[src/rtl/vco_pkg.sv]
// Shared definitions for the multi-band VCO control slice: state encoding,
// default parameter values and the band-enable one-hot helper.
package vco_pkg;

  localparam int unsigned DEF_NUM_BANDS     = 4;
  localparam int unsigned DEF_BREAK_CYCLES  = 4;
  localparam int unsigned DEF_SETTLE_CYCLES = 256;
  localparam int unsigned DEF_MEAS_CYCLES   = 1024;
  localparam int unsigned DEF_CNT_W         = 16;

  // Widest band-enable vector the helper can produce; callers size-cast down.
  localparam int unsigned MAX_BANDS = 32;

  localparam logic [1:0] ST_IDLE    = 2'd0;
  localparam logic [1:0] ST_BREAK   = 2'd1;
  localparam logic [1:0] ST_SETTLE  = 2'd2;
  localparam logic [1:0] ST_MEASURE = 2'd3;

  typedef enum logic [1:0] {
    IDLE    = ST_IDLE,
    BREAK   = ST_BREAK,
    SETTLE  = ST_SETTLE,
    MEASURE = ST_MEASURE
  } state_e;

  function automatic logic [MAX_BANDS-1:0] onehot(input int unsigned idx);
    logic [MAX_BANDS-1:0] v;
    v = '0;
    for (int unsigned i = 0; i < MAX_BANDS; i++) begin
      v[i] = (i == idx);
    end
    return v;
  endfunction

endpackage

[src/rtl/vco_edge_counter.sv]
// Synchronises the divided VCO output, detects rising edges and counts them
// into a saturating counter under clear/enable control.
module vco_edge_counter
  import vco_pkg::*;
#(
  parameter int unsigned CNT_W = DEF_CNT_W
) (
  input  logic             clk_i,
  input  logic             rst_ni,
  input  logic             vco_i,
  input  logic             clr_i,
  input  logic             en_i,
  output logic [CNT_W-1:0] count_o
);

  logic             sync1_q;
  logic             sync2_q;
  logic             prev_q;
  logic             rise;
  logic [CNT_W-1:0] count_q;
  logic [CNT_W-1:0] count_d;

  assign rise = sync2_q & ~prev_q;

  always_comb begin
    count_d = count_q;
    if (clr_i) begin
      count_d = '0;
    end else if (en_i && rise && (count_q != '1)) begin
      count_d = count_q + 1'b1;
    end
  end

  // The next-state value is exported so the final window cycle's edge is
  // included when the sequencer latches the result on that same clock.
  assign count_o = count_d;

  always_ff @(posedge clk_i or negedge rst_ni) begin
    if (!rst_ni) begin
      sync1_q <= 1'b0;
      sync2_q <= 1'b0;
      prev_q  <= 1'b0;
      count_q <= '0;
    end else begin
      sync1_q <= vco_i;
      sync2_q <= sync1_q;
      prev_q  <= sync2_q;
      count_q <= count_d;
    end
  end

endmodule

[src/rtl/vco_band_sequencer.sv]
// Band select sequencer for the multi-band VCO: break-before-make switching of
// the control-voltage channels, settle wait, then a gated frequency count.
module vco_band_sequencer
  import vco_pkg::*;
#(
  parameter int unsigned NUM_BANDS     = DEF_NUM_BANDS,
  parameter int unsigned SEL_W         = $clog2(NUM_BANDS),
  parameter int unsigned BREAK_CYCLES  = DEF_BREAK_CYCLES,
  parameter int unsigned SETTLE_CYCLES = DEF_SETTLE_CYCLES,
  parameter int unsigned MEAS_CYCLES   = DEF_MEAS_CYCLES,
  parameter int unsigned CNT_W         = DEF_CNT_W
) (
  input  logic                 user_clock2,
  input  logic                 rst_n,
  input  logic [SEL_W-1:0]     band_req,
  input  logic                 req_valid,
  output logic                 req_ready,
  input  logic                 meas_req,
  input  logic                 vco_in,
  output logic [NUM_BANDS-1:0] band_en,
  output logic [SEL_W-1:0]     cur_band,
  output logic                 busy,
  output logic [CNT_W-1:0]     meas_count,
  output logic                 meas_valid,
  output logic                 err
);

  localparam int unsigned TMR_MAX_A = (BREAK_CYCLES > SETTLE_CYCLES) ? BREAK_CYCLES : SETTLE_CYCLES;
  localparam int unsigned TMR_MAX   = (TMR_MAX_A > MEAS_CYCLES) ? TMR_MAX_A : MEAS_CYCLES;
  localparam int unsigned TMR_W     = $clog2(TMR_MAX + 1);

  localparam logic [TMR_W-1:0]     BREAK_LOAD  = TMR_W'(BREAK_CYCLES - 1);
  localparam logic [TMR_W-1:0]     SETTLE_LOAD = TMR_W'(SETTLE_CYCLES - 1);
  localparam logic [TMR_W-1:0]     MEAS_LOAD   = TMR_W'(MEAS_CYCLES - 1);
  localparam logic [NUM_BANDS-1:0] BAND0_EN    = NUM_BANDS'(onehot(0));

  state_e               state_q, state_d;
  logic [NUM_BANDS-1:0] band_en_q, band_en_d;
  logic [SEL_W-1:0]     cur_band_q, cur_band_d;
  logic [SEL_W-1:0]     target_q, target_d;
  logic [TMR_W-1:0]     timer_q, timer_d;
  logic [CNT_W-1:0]     meas_count_q, meas_count_d;
  logic                 meas_valid_q, meas_valid_d;
  logic                 err_q, err_d;
  logic                 cnt_clr;
  logic                 cnt_en;
  logic [CNT_W-1:0]     cnt_val;
  logic                 req_legal;

  assign req_legal = (32'(band_req) < NUM_BANDS);
  assign cnt_en    = (state_q == MEASURE);

  vco_edge_counter #(
    .CNT_W (CNT_W)
  ) u_edge_counter (
    .clk_i   (user_clock2),
    .rst_ni  (rst_n),
    .vco_i   (vco_in),
    .clr_i   (cnt_clr),
    .en_i    (cnt_en),
    .count_o (cnt_val)
  );

  always_comb begin
    state_d      = state_q;
    band_en_d    = band_en_q;
    cur_band_d   = cur_band_q;
    target_d     = target_q;
    timer_d      = timer_q;
    meas_count_d = meas_count_q;
    meas_valid_d = 1'b0;
    err_d        = 1'b0;
    cnt_clr      = 1'b0;
    case (state_q)
      IDLE: begin
        // A band request outranks meas_req: every switch ends in a measurement.
        if (req_valid) begin
          if (!req_legal) begin
            err_d = 1'b1;
          end else if (band_req != cur_band_q) begin
            state_d   = BREAK;
            band_en_d = '0;
            target_d  = band_req;
            timer_d   = BREAK_LOAD;
          end else begin
            state_d = SETTLE;
            timer_d = SETTLE_LOAD;
          end
        end else if (meas_req) begin
          state_d = MEASURE;
          timer_d = MEAS_LOAD;
          cnt_clr = 1'b1;
        end
      end
      BREAK: begin
        if (timer_q == '0) begin
          state_d    = SETTLE;
          band_en_d  = NUM_BANDS'(onehot(32'(target_q)));
          cur_band_d = target_q;
          timer_d    = SETTLE_LOAD;
        end else begin
          timer_d = timer_q - 1'b1;
        end
      end
      SETTLE: begin
        if (timer_q == '0) begin
          state_d = MEASURE;
          timer_d = MEAS_LOAD;
          cnt_clr = 1'b1;
        end else begin
          timer_d = timer_q - 1'b1;
        end
      end
      MEASURE: begin
        if (timer_q == '0) begin
          state_d      = IDLE;
          meas_count_d = cnt_val;
          meas_valid_d = 1'b1;
        end else begin
          timer_d = timer_q - 1'b1;
        end
      end
      default: state_d = IDLE;
    endcase
  end

  always_ff @(posedge user_clock2 or negedge rst_n) begin
    if (!rst_n) begin
      state_q      <= IDLE;
      band_en_q    <= BAND0_EN;
      cur_band_q   <= '0;
      target_q     <= '0;
      timer_q      <= '0;
      meas_count_q <= '0;
      meas_valid_q <= 1'b0;
      err_q        <= 1'b0;
    end else begin
      state_q      <= state_d;
      band_en_q    <= band_en_d;
      cur_band_q   <= cur_band_d;
      target_q     <= target_d;
      timer_q      <= timer_d;
      meas_count_q <= meas_count_d;
      meas_valid_q <= meas_valid_d;
      err_q        <= err_d;
    end
  end

  assign req_ready  = (state_q == IDLE);
  assign busy       = ~req_ready;
  assign band_en    = band_en_q;
  assign cur_band   = cur_band_q;
  assign meas_count = meas_count_q;
  assign meas_valid = meas_valid_q;
  assign err        = err_q;

endmodule

[config.mk]
export PLATFORM = sky130hd
export DESIGN_NAME = vco_band_sequencer
export DESIGN_NICKNAME = d
export VERILOG_FILES = /design/src/rtl/vco_pkg.sv /design/src/rtl/vco_edge_counter.sv /design/src/rtl/vco_band_sequencer.sv
export SDC_FILE = /design/constraint.sdc
export NUM_CORES = 1
export LEC_CHECK = 0
export ABC_AREA = 1
export BUFFER_PORTS_ARGS = -buffer_cell sky130_fd_sc_hd__buf_2
export CAP_MARGIN = 25
export CELL_PAD_IN_SITES_DETAIL_PLACEMENT = 2
export CELL_PAD_IN_SITES_GLOBAL_PLACEMENT = 2
export CORE_MARGIN = 2
export CORE_UTILIZATION = 37
export DETAILED_ROUTE_END_ITERATION = 8
export PLACE_DENSITY = 0.95
export SKIP_CTS_REPAIR_TIMING = 1
export SYNTH_ARGS = -nofsm -noshare
export SYNTH_HDL_FRONTEND = slang
export SYNTH_SLANG_ARGS = --single-unit
[constraint.sdc]
create_clock -name user_clock2 -period 2.7 [get_ports user_clock2]
set_input_delay 0.27 -clock user_clock2 [delete_from_list [all_inputs] [get_ports user_clock2]]
set_output_delay 0.27 -clock user_clock2 [all_outputs]
set_load 0.03 [all_outputs]
* Word level (Yosys, flattened, before mapping)
Index checks and enable logic that the tools add are counted.
** Cells by class
- Eq/ne operators :: 15
- $add $sub $neg :: 2
- Bitwise logic cells :: 3
- Reductions and logical operators :: 12
- Multiplexer cells :: 25
** Operators by type and width (number)
- $mux W11 :: 5
- $pmux W11 S4 :: 1
- $mux W16 :: 2
- $add A16 B1 Y16 const B :: 1
- $ne A16 B16 Y1 const B :: 1
- $mux W2 :: 6
- $mux W4 :: 3
- $logic_not A11 Y1 :: 1
- $sub A11 B1 Y11 const B :: 1
- $ne A2 B2 Y1 const B :: 5
- $mux W8 :: 1
- $pmux W2 S4 :: 1
- $pmux W4 S2 :: 1
- $reduce_and A4 Y1 :: 2
- $reduce_and A2 Y1 :: 3
- $eq A2 B2 Y1 const A :: 2
- $eq A2 B2 Y1 const B :: 2
- $logic_not A2 Y1 :: 2
- $mux W1 :: 4
- $ne A3 B2 Y1 const B :: 1
- $reduce_and A3 Y1 :: 1
- $eq A1 B2 Y1 const A :: 1
- $eq A2 B1 Y1 const B :: 1
- $logic_and A1 B1 Y1 :: 2
- other kinds (6) :: 7
** Word-level totals
- Input port bits :: 7
- Register bits :: 57
- Output and inout port bits :: 26
- Logic and storage cells :: 68

* Logic depth before layout (Yosys ltp)
Gate-level depths: netlist of run 1.
- Depth after elaboration :: 6
- Depth in mapped cells :: 12
- Mapped depth without buffers :: 12

* Modules after synthesis
Synthesis of run 1 repeated with hierarchy kept, for this count alone.
** Unflattened totals
- Cell total of the unflattened synthesis :: 438
- Area, all modules :: 3355.7 um^2
** By module, submodules not included
- vco_band_sequencer :: cells each 276, instances 1, area each 2187.1 um^2, seq. area each 952.2 um^2
- vco_edge_counter :: cells each 162, instances 1, area each 1168.6 um^2, seq. area each 475.5 um^2

* Worst setup path before layout of run 1
OpenSTA, ideal clock, no wires.
- Kind :: register to register
- Start :: reg state_q[0]
- End :: reg timer_q[5]
- Clock period less this slack :: 2.067 ns
- Buffers on the path :: 1
- Data required time :: 2.579 ns
- Cell stages (with the launch flop) :: 12
- Path slack :: 0.633 ns
- Library setup time :: 0.121 ns
- Data arrival time :: 1.946 ns
- Cell sequence :: dfrtp_1 > inv_1 > ha_1 > inv_2 > nor2_4 > inv_2 > or2_1 > nand2_2 > buf_6 > nor2_1 > nand2_1 > o21ai_1
** On the way
- Word-level cells in the longest chain between the ends :: 3
- Elaborated cells between the ends (all ways) :: 8
- Classes of those cells :: 5 x eq/ne; 1 x mux; 2 x reduce/logical
** RTL lines
- start: declaration :: RTL line vco_band_sequencer.sv:37 : state_e state_q, state_d;
- start signal: assignment :: RTL line vco_band_sequencer.sv:138 : state_q <= state_d;
- $logic_not A2 Y1 *
- via req_ready :: RTL line vco_band_sequencer.sv:17 : output logic req_ready,
- $ne A3 B2 Y1 (no line)
- $reduce_and A2 Y1 (no line)
- end signal: assignment :: RTL line vco_band_sequencer.sv:142 : timer_q <= timer_d;
- end: declaration :: RTL line vco_band_sequencer.sv:41 : logic [TMR_W-1:0] timer_q, timer_d;
Mark *: on every way through the listed nets, which the timed path passes. The rest lies on a longest branch.
A chain may end at the register's enable or synchronous reset.

* Worst setup path after layout of run 1
- Start :: reg state_q[0]
- End :: reg timer_q[9]
** On the way
- Word-level cells in the longest chain between the ends :: 3
- Elaborated cells between the ends (all ways) :: 8
- Classes of those cells :: 5 x eq/ne; 1 x mux; 2 x reduce/logical
** RTL lines
- $eq A2 B2 Y1 or $logic_not A2 Y1 (tied branches) :: RTL line vco_band_sequencer.sv:74 : case (state_q)
- $ne A2 B2 Y1 (no line) or $ne A3 B2 Y1 (tied branches)
- $reduce_and A2 Y1 (no line)
Parallel ways exist; a longest one is shown, timed or not.

==> results of run 1 <==
## metal layers
| metal | track usage (%) | share of wire, % | vias up |
|---|---|---|---|
| li1 | - | - | 1449 |
| met1 | 31.93 | 39 | 1658 |
| met2 | 53.05 | 53 | 101 |
| met3 | 5.324 | 3.8 | 45 |
| met4 | 14.64 | 4.5 | 0 |
| met5 | 0 | 0 | - |
## cell families (layout without fill, tap and decap cells)
logic type,count (synthesis),in the layout,share of synthesized area (%)
AND/OR/NAND/NOR,265,265,34.88
AO/OA/AOI/OAI,42,42,7.601
buffers and inverters,53,92,7.445
flip-flops,57,57,44.02
adder cells (fa/ha/maj),7,7,2.700
other,1,1,0.1156
XOR/XNOR,12,12,3.241
## state kept, by name (all words and copies together) (netlist names), 2 cells and up
signal                  flops
timer_q                    11
u_edge_counter.count_q     16
cur_band                    2
state_q                     2
meas_count                 16
target_q                    2
band_en                     4
## path summary, 6_finish.rpt
path,from,end,slack (ps),cells after the start
setup / recovery,state_q[0]$_DFFE_PN0P_,timer_q[9]$_DFFE_PN0P_,200,12
hold / removal,vco_in,u_edge_counter.sync1_q$_DFF_PN0_,30,1
setup reg to reg,state_q[0]$_DFFE_PN0P_,timer_q[9]$_DFFE_PN0P_,200,12
hold reg to reg,u_edge_counter.sync1_q$_DFF_PN0_,u_edge_counter.sync2_q$_DFF_PN0_,370,0
max in group asynchronous,rst_n,u_edge_counter.count_q[8]$_DFF_PN0_,2110,2
min in group asynchronous,rst_n,u_edge_counter.count_q[9]$_DFF_PN0_,50,2
## per-stage QoR
| stage | area (µm²) | total power, mW | std cells |
|---|---|---|---|
| after global placement | 3470 | 3.141 | 568 |
| after detailed placement | 3470 | 3.321 | 568 |
| after floorplan | 3243 | 2.692 | 437 |
| after CTS | 3696 | 4.418 | 584 |
| final | 3696 | 4.407 | 584 |
| after global routing | 3696 | 4.675 | 584 |
## cell type report
type | count | area (µm²)
fill | 1044 | 4897
multi-input combinational | 327 | 1574
sequential | 57 | 1428
timing repair buffer | 33 | 170.2
inverter | 43 | 162.7
tap | 108 | 135.1
clock buffer | 9 | 123.9
clock inverter | 7 | 102.6
## where the power goes
| group | internal (mW) | total, mW | switching, mW |
|---|---|---|---|
| clock | 0.527 | 0.966 | 0.438 |
| combinational | 0.561 | 2.03 | 1.47 |
| sequential | 1.14 | 1.41 | 0.266 |
## cells in the mapped netlist (all sizes together) (2+ instances only)
cell | n | area share, %
a21oi | 15 | 2.3
buf | 9 | 2.3
dfrtp | 56 | 43
ha | 7 | 2.7
inv | 42 | 4.9
nand2 | 171 | 20
nand3 | 42 | 6.6
nand4 | 9 | 1.7
nor2 | 37 | 5.0
o211ai | 2 | 0.62
o21ai | 21 | 3.6
or2 | 3 | 0.58
xnor2 | 6 | 1.6
xor2 | 6 | 1.6
## cell usage in the layout (no fill, tap or decap), drive strengths merged
cell type    n
nor3b        1
conb         1
buf         33
o21bai       1
a22oi        1
a21oi       15
nor2        37
o21ai       21
ha           7
a21boi       1
nand4        9
clkbuf       9
nand3b       1
dfrtp       56
nand2      171
clkinvlp     1
nor3         1
or2          3
clkinv       4
xnor2        6
xor2         6
inv         43
o21a         1
bufinv       2
nand3       42
o211ai       2
dfstp        1
## critical path: cells and delay by family, from the launching register on
kind            cells  cell delay (ps)
buf+inv             5              580
fa+ha+maj           1              360
flops               1              450
compound gates      1              100
simple gates        5              860
==> results.yml, run 1 <==
clocking:
  cts_made_buffers: 9
  cts-root-buf: "clkbuf_8"
  cts.htree.levels: 3
  clock_path_buffers: 2
  clkTransAtPathRegs_ps: 90
  clk_latency_ps: 370
  clock_sinks: 57
  cts_tree: "done"
route:
  first_pass_iters: 6
  viasPerCell: 5.570
  vias: 3253
  drcViolationCount: 0
  drt-total-wl_um: 12940
  drt_iter0_drc: 122
  ant_nets: 0
  avgRoutedWirePerCell_um: 22.15
global_route:
  grt_start_max_net_pins: 58
  antenna_found_initial: 0
  grt-ovfl-total: 0
  grt_first_pass_wirelength_um: 21160
  grt_pass1_vias: 3760
  grt_use_total_pct: 29.02
job:
  drv_cap: 0
synthesis:
  syn_area_um2: 3243
  ys_seq_area_share_pct: 44.02
  syn_nets: 451
  synth_edf_count: 0
  synthArstFlopShare_pct: 100.0
  yosysUniqueCellTypes: 36
  synth_seq_cells: 57
  synth_cells: 437
  synth_flop_cell: "dfrtp_1"
  avgSynthCellArea_um2: 7.421
  ys_warn_count: 0
sta:
  fmax_mhz: 400.1
  finalSetupTns_ps: 0
  relSlewSlack_pct: 47.88
  finalMaxSlewViolations: 0
  fin_crit_ps: 2499
  holdWs_ps: 31.81
  period_share_pct: 92.57
  fin_ws_ps: 200.7
  finalSetupViolCount: 0
  finClkSkew_ps: 12.83
  tightest_slew_ps: 781.8
  hold_violations: 0
  rsz0062_at_grt: "false"
die:
  die_y_um: 97.62
  initial_core_util_pct: 37.74
  core-area_um2: 8593
  die_x_um: 97.62
  num_rows: 34
  die_area_um2: 9530
  ios: 33
placement:
  dpl.hpwl_um: 8068
  routabilityCongestion: 0.8015
  dp_slack_ps: 440.2
  port_buffers: 31
setup_path:
  path_class: "register to register"
  worstSetupEndpointType: "register"
  start_kind: "register"
  cpMostUsedCell: "inv_2"
  critPathMaxFanout: 12
  arrival_ps: 2730
  crit_path_cell_trace: "inv_1 > ha_1 > inv_2 > nor2_4 > inv_2 > or2_1 > nand2_2 > inv_2 > nand2_1 > o21ai_1 > inv_1 > nand2_1"
  cp_slowest_stage_delay_ps: 450
  cpMaxStageDelayCell: "dfrtp_1"
  cp.required_ps: 2930
power:
  ir_drop_mv: 0.5186
  leakagePower_nw: 1.825
  power_density_nw_per_um2: 1192
cells_and_area:
  diodes: 0
  fin_nets: 485
  drive_gt1_share_pct: 15.34
  areaGrowthSynthToFinish_pct: 13.97
  utilization_pct: 43.01
min_path:
  worstHoldPathType: "primary input to register"
run_status:
  status: "complete, no violations"
Note: power is estimated with default switching activity, not from simulation.
==> run 2: changes to the inputs <==
--- a/config.mk
+++ b/config.mk
@@ -11,7 +11,8 @@
 export CELL_PAD_IN_SITES_DETAIL_PLACEMENT = 2
 export CELL_PAD_IN_SITES_GLOBAL_PLACEMENT = 2
 export CORE_MARGIN = 2
-export CORE_UTILIZATION = 37
+export CORE_UTILIZATION = 38
+export CTS_BUF_LIST = sky130_fd_sc_hd__clkbuf_4
 export DETAILED_ROUTE_END_ITERATION = 8
 export PLACE_DENSITY = 0.95
 export SKIP_CTS_REPAIR_TIMING = 1
==> results.yml, run 2 (same netlist as run 1, synthesis figures left out) <==
clocking:
  cts.htree.levels: 3
  clock_sinks: 57
  clkTransAtPathRegs_ps: 120
  cts_tree: "done"
  cts_made_buffers: 9
  clock_path_buffers: 2
  cts-root-buf: "clkbuf_4"
  clk_latency_ps: 430
setup_path:
  path_class: "register to register"
  arrival_ps: 2670
  worstSetupEndpointType: "register"
  start_kind: "register"
  cp.required_ps: 3010
  critPathMaxFanout: 15
global_route:
  grt_first_pass_wirelength_um: 18810
  grt-ovfl-total: 0
  antenna_found_initial: 0
  grt_start_max_net_pins: 40
  grt_pass1_vias: 3534
  grt_use_total_pct: 27.59
power:
  sw_frac_of_total_pct: 50.18
  power_density_nw_per_um2: 1102
  power_frac_seq_pct: 34.9
  switchingPower_mw: 2.003
  ir_drop_mv: 0.5365
  p_int_mw: 1.989
  leakagePower_nw: 1.798
  p_clk_share_pct: 16.2
  power_mw: 3.992
  pwr-share-comb_pct: 48.8
cells_and_area:
  drive_gt1_share_pct: 15.06
  fillers: 987
  fin_nets: 487
  areaGrowthSynthToFinish_pct: 11.65
  final_common_cell: "nand2_1"
  final_cell_mix: "166 x nand2_1, 56 x dfrtp_1, 41 x nand3_1, 37 x inv_1, 32 x nor2_1"
  final_cells: 583
  final_area_um2: 3621
  diodes: 0
sta:
  finalSetupViolCount: 0
  fmax_mhz: 424.1
  hold_violations: 0
  fin_crit_ps: 2358
  finalSetupTns_ps: 0
  tightest_slew_ps: 547.1
  relSlewSlack_pct: 63.53
  rsz0062_at_grt: "false"
  finalMaxSlewViolations: 0
  period_share_pct: 87.34
  finClkSkew_ps: 21.08
placement:
  routabilityCongestion: 0.8194
  placed_area_um2: 3466
  dp_cells: 565
  port_buffers: 31
  dpl.hpwl_um: 8673
route:
  viasPerCell: 5.348
  avgRoutedWirePerCell_um: 20.26
  drcViolationCount: 0
  first_pass_iters: 4
  drt_iter0_drc: 102
  vias: 3118
  drt-total-wl_um: 11810
  ant_nets: 0
run_status:
  status: "complete, no violations"
die:
  ios: 33
  num_rows: 33
  die_y_um: 96.38
  die_area_um2: 9289
  initial_core_util_pct: 39.27
  core-area_um2: 8258
  die_x_um: 96.38
job:
  drv_cap: 0
min_path:
  worstHoldPathType: "primary input to register"
run 2: cell type report:
cell class / count / area [µm²] / area share [%]
well taps: 105 / 131.4 / 3.628
clock inverters: 6 / 60.06 / 1.659
flip-flops and latches: 57 / 1428 / 39.43
repair buffers: 35 / 190.2 / 5.252
inverters: 43 / 162.7 / 4.492
clock buffers: 10 / 75.07 / 2.073
multi-input cells: 327 / 1574 / 43.47
run 2: critical path: stages (launching register included):
cell and delay [ps]:
dfrtp_1 450, inv_1 160, ha_1 390, inv_2 150
nor2_4 140, nand2_1 100, nand2_2 300, inv_2 240
nand3_1 190, o21ai_0 110
run 2: through the flow:
step | worst slack (ps) | hold slack, ps | util (%)
6_report | 341.8 | 121.0 | 43.85
2_1_floorplan | 633.0 | -25.59 | -
3_5_place_dp | 346.2 | 250.6 | 41.97
4_1_cts | 313.4 | -217.7 | 43.61
3_3_place_gp | 592.4 | 248.5 | 41.97
5_1_grt | 146.5 | 131.4 | 43.85
run 2: power groups by stage:
stage,sequential (mW),clock [mW],combinational (mW)
after floorplan,1.64,0,1.05
after global placement,1.37,0,1.79
after detailed placement,1.39,0,1.94
after CTS,1.39,0.651,1.96
after global routing,1.43,0.695,2.18
final,1.39,0.649,1.95
run 2: per-layer routing:
layer / track usage, % / part of all wire, % / vias to the layer above
met5: 0 / 0 / -
li1: - / - / 1456
met4: 10.33 / 2.5 / 0
met1: 32.51 / 41 / 1585
met3: 4.577 / 2.4 / 25
met2: 50.17 / 54 / 52
run 2: final timing paths:
check / slack, ps / start / depth (start not counted) / end
min reg2reg: 370 / u_edge_counter.sync1_q$_DFF_PN0_ / 0 / u_edge_counter.sync2_q$_DFF_PN0_
max: 340 / state_q[1]$_DFFE_PN0P_ / 9 / meas_count[0]$_DFFE_PN0P_
min in group asynchronous: 310 / rst_n / 2 / meas_count[1]$_DFFE_PN0P_
max reg2reg: 340 / state_q[1]$_DFFE_PN0P_ / 9 / meas_count[0]$_DFFE_PN0P_
max in group asynchronous: 1440 / rst_n / 3 / target_q[0]$_DFFE_PN0P_
min: 120 / band_req[1] / 3 / target_q[1]$_DFFE_PN0P_
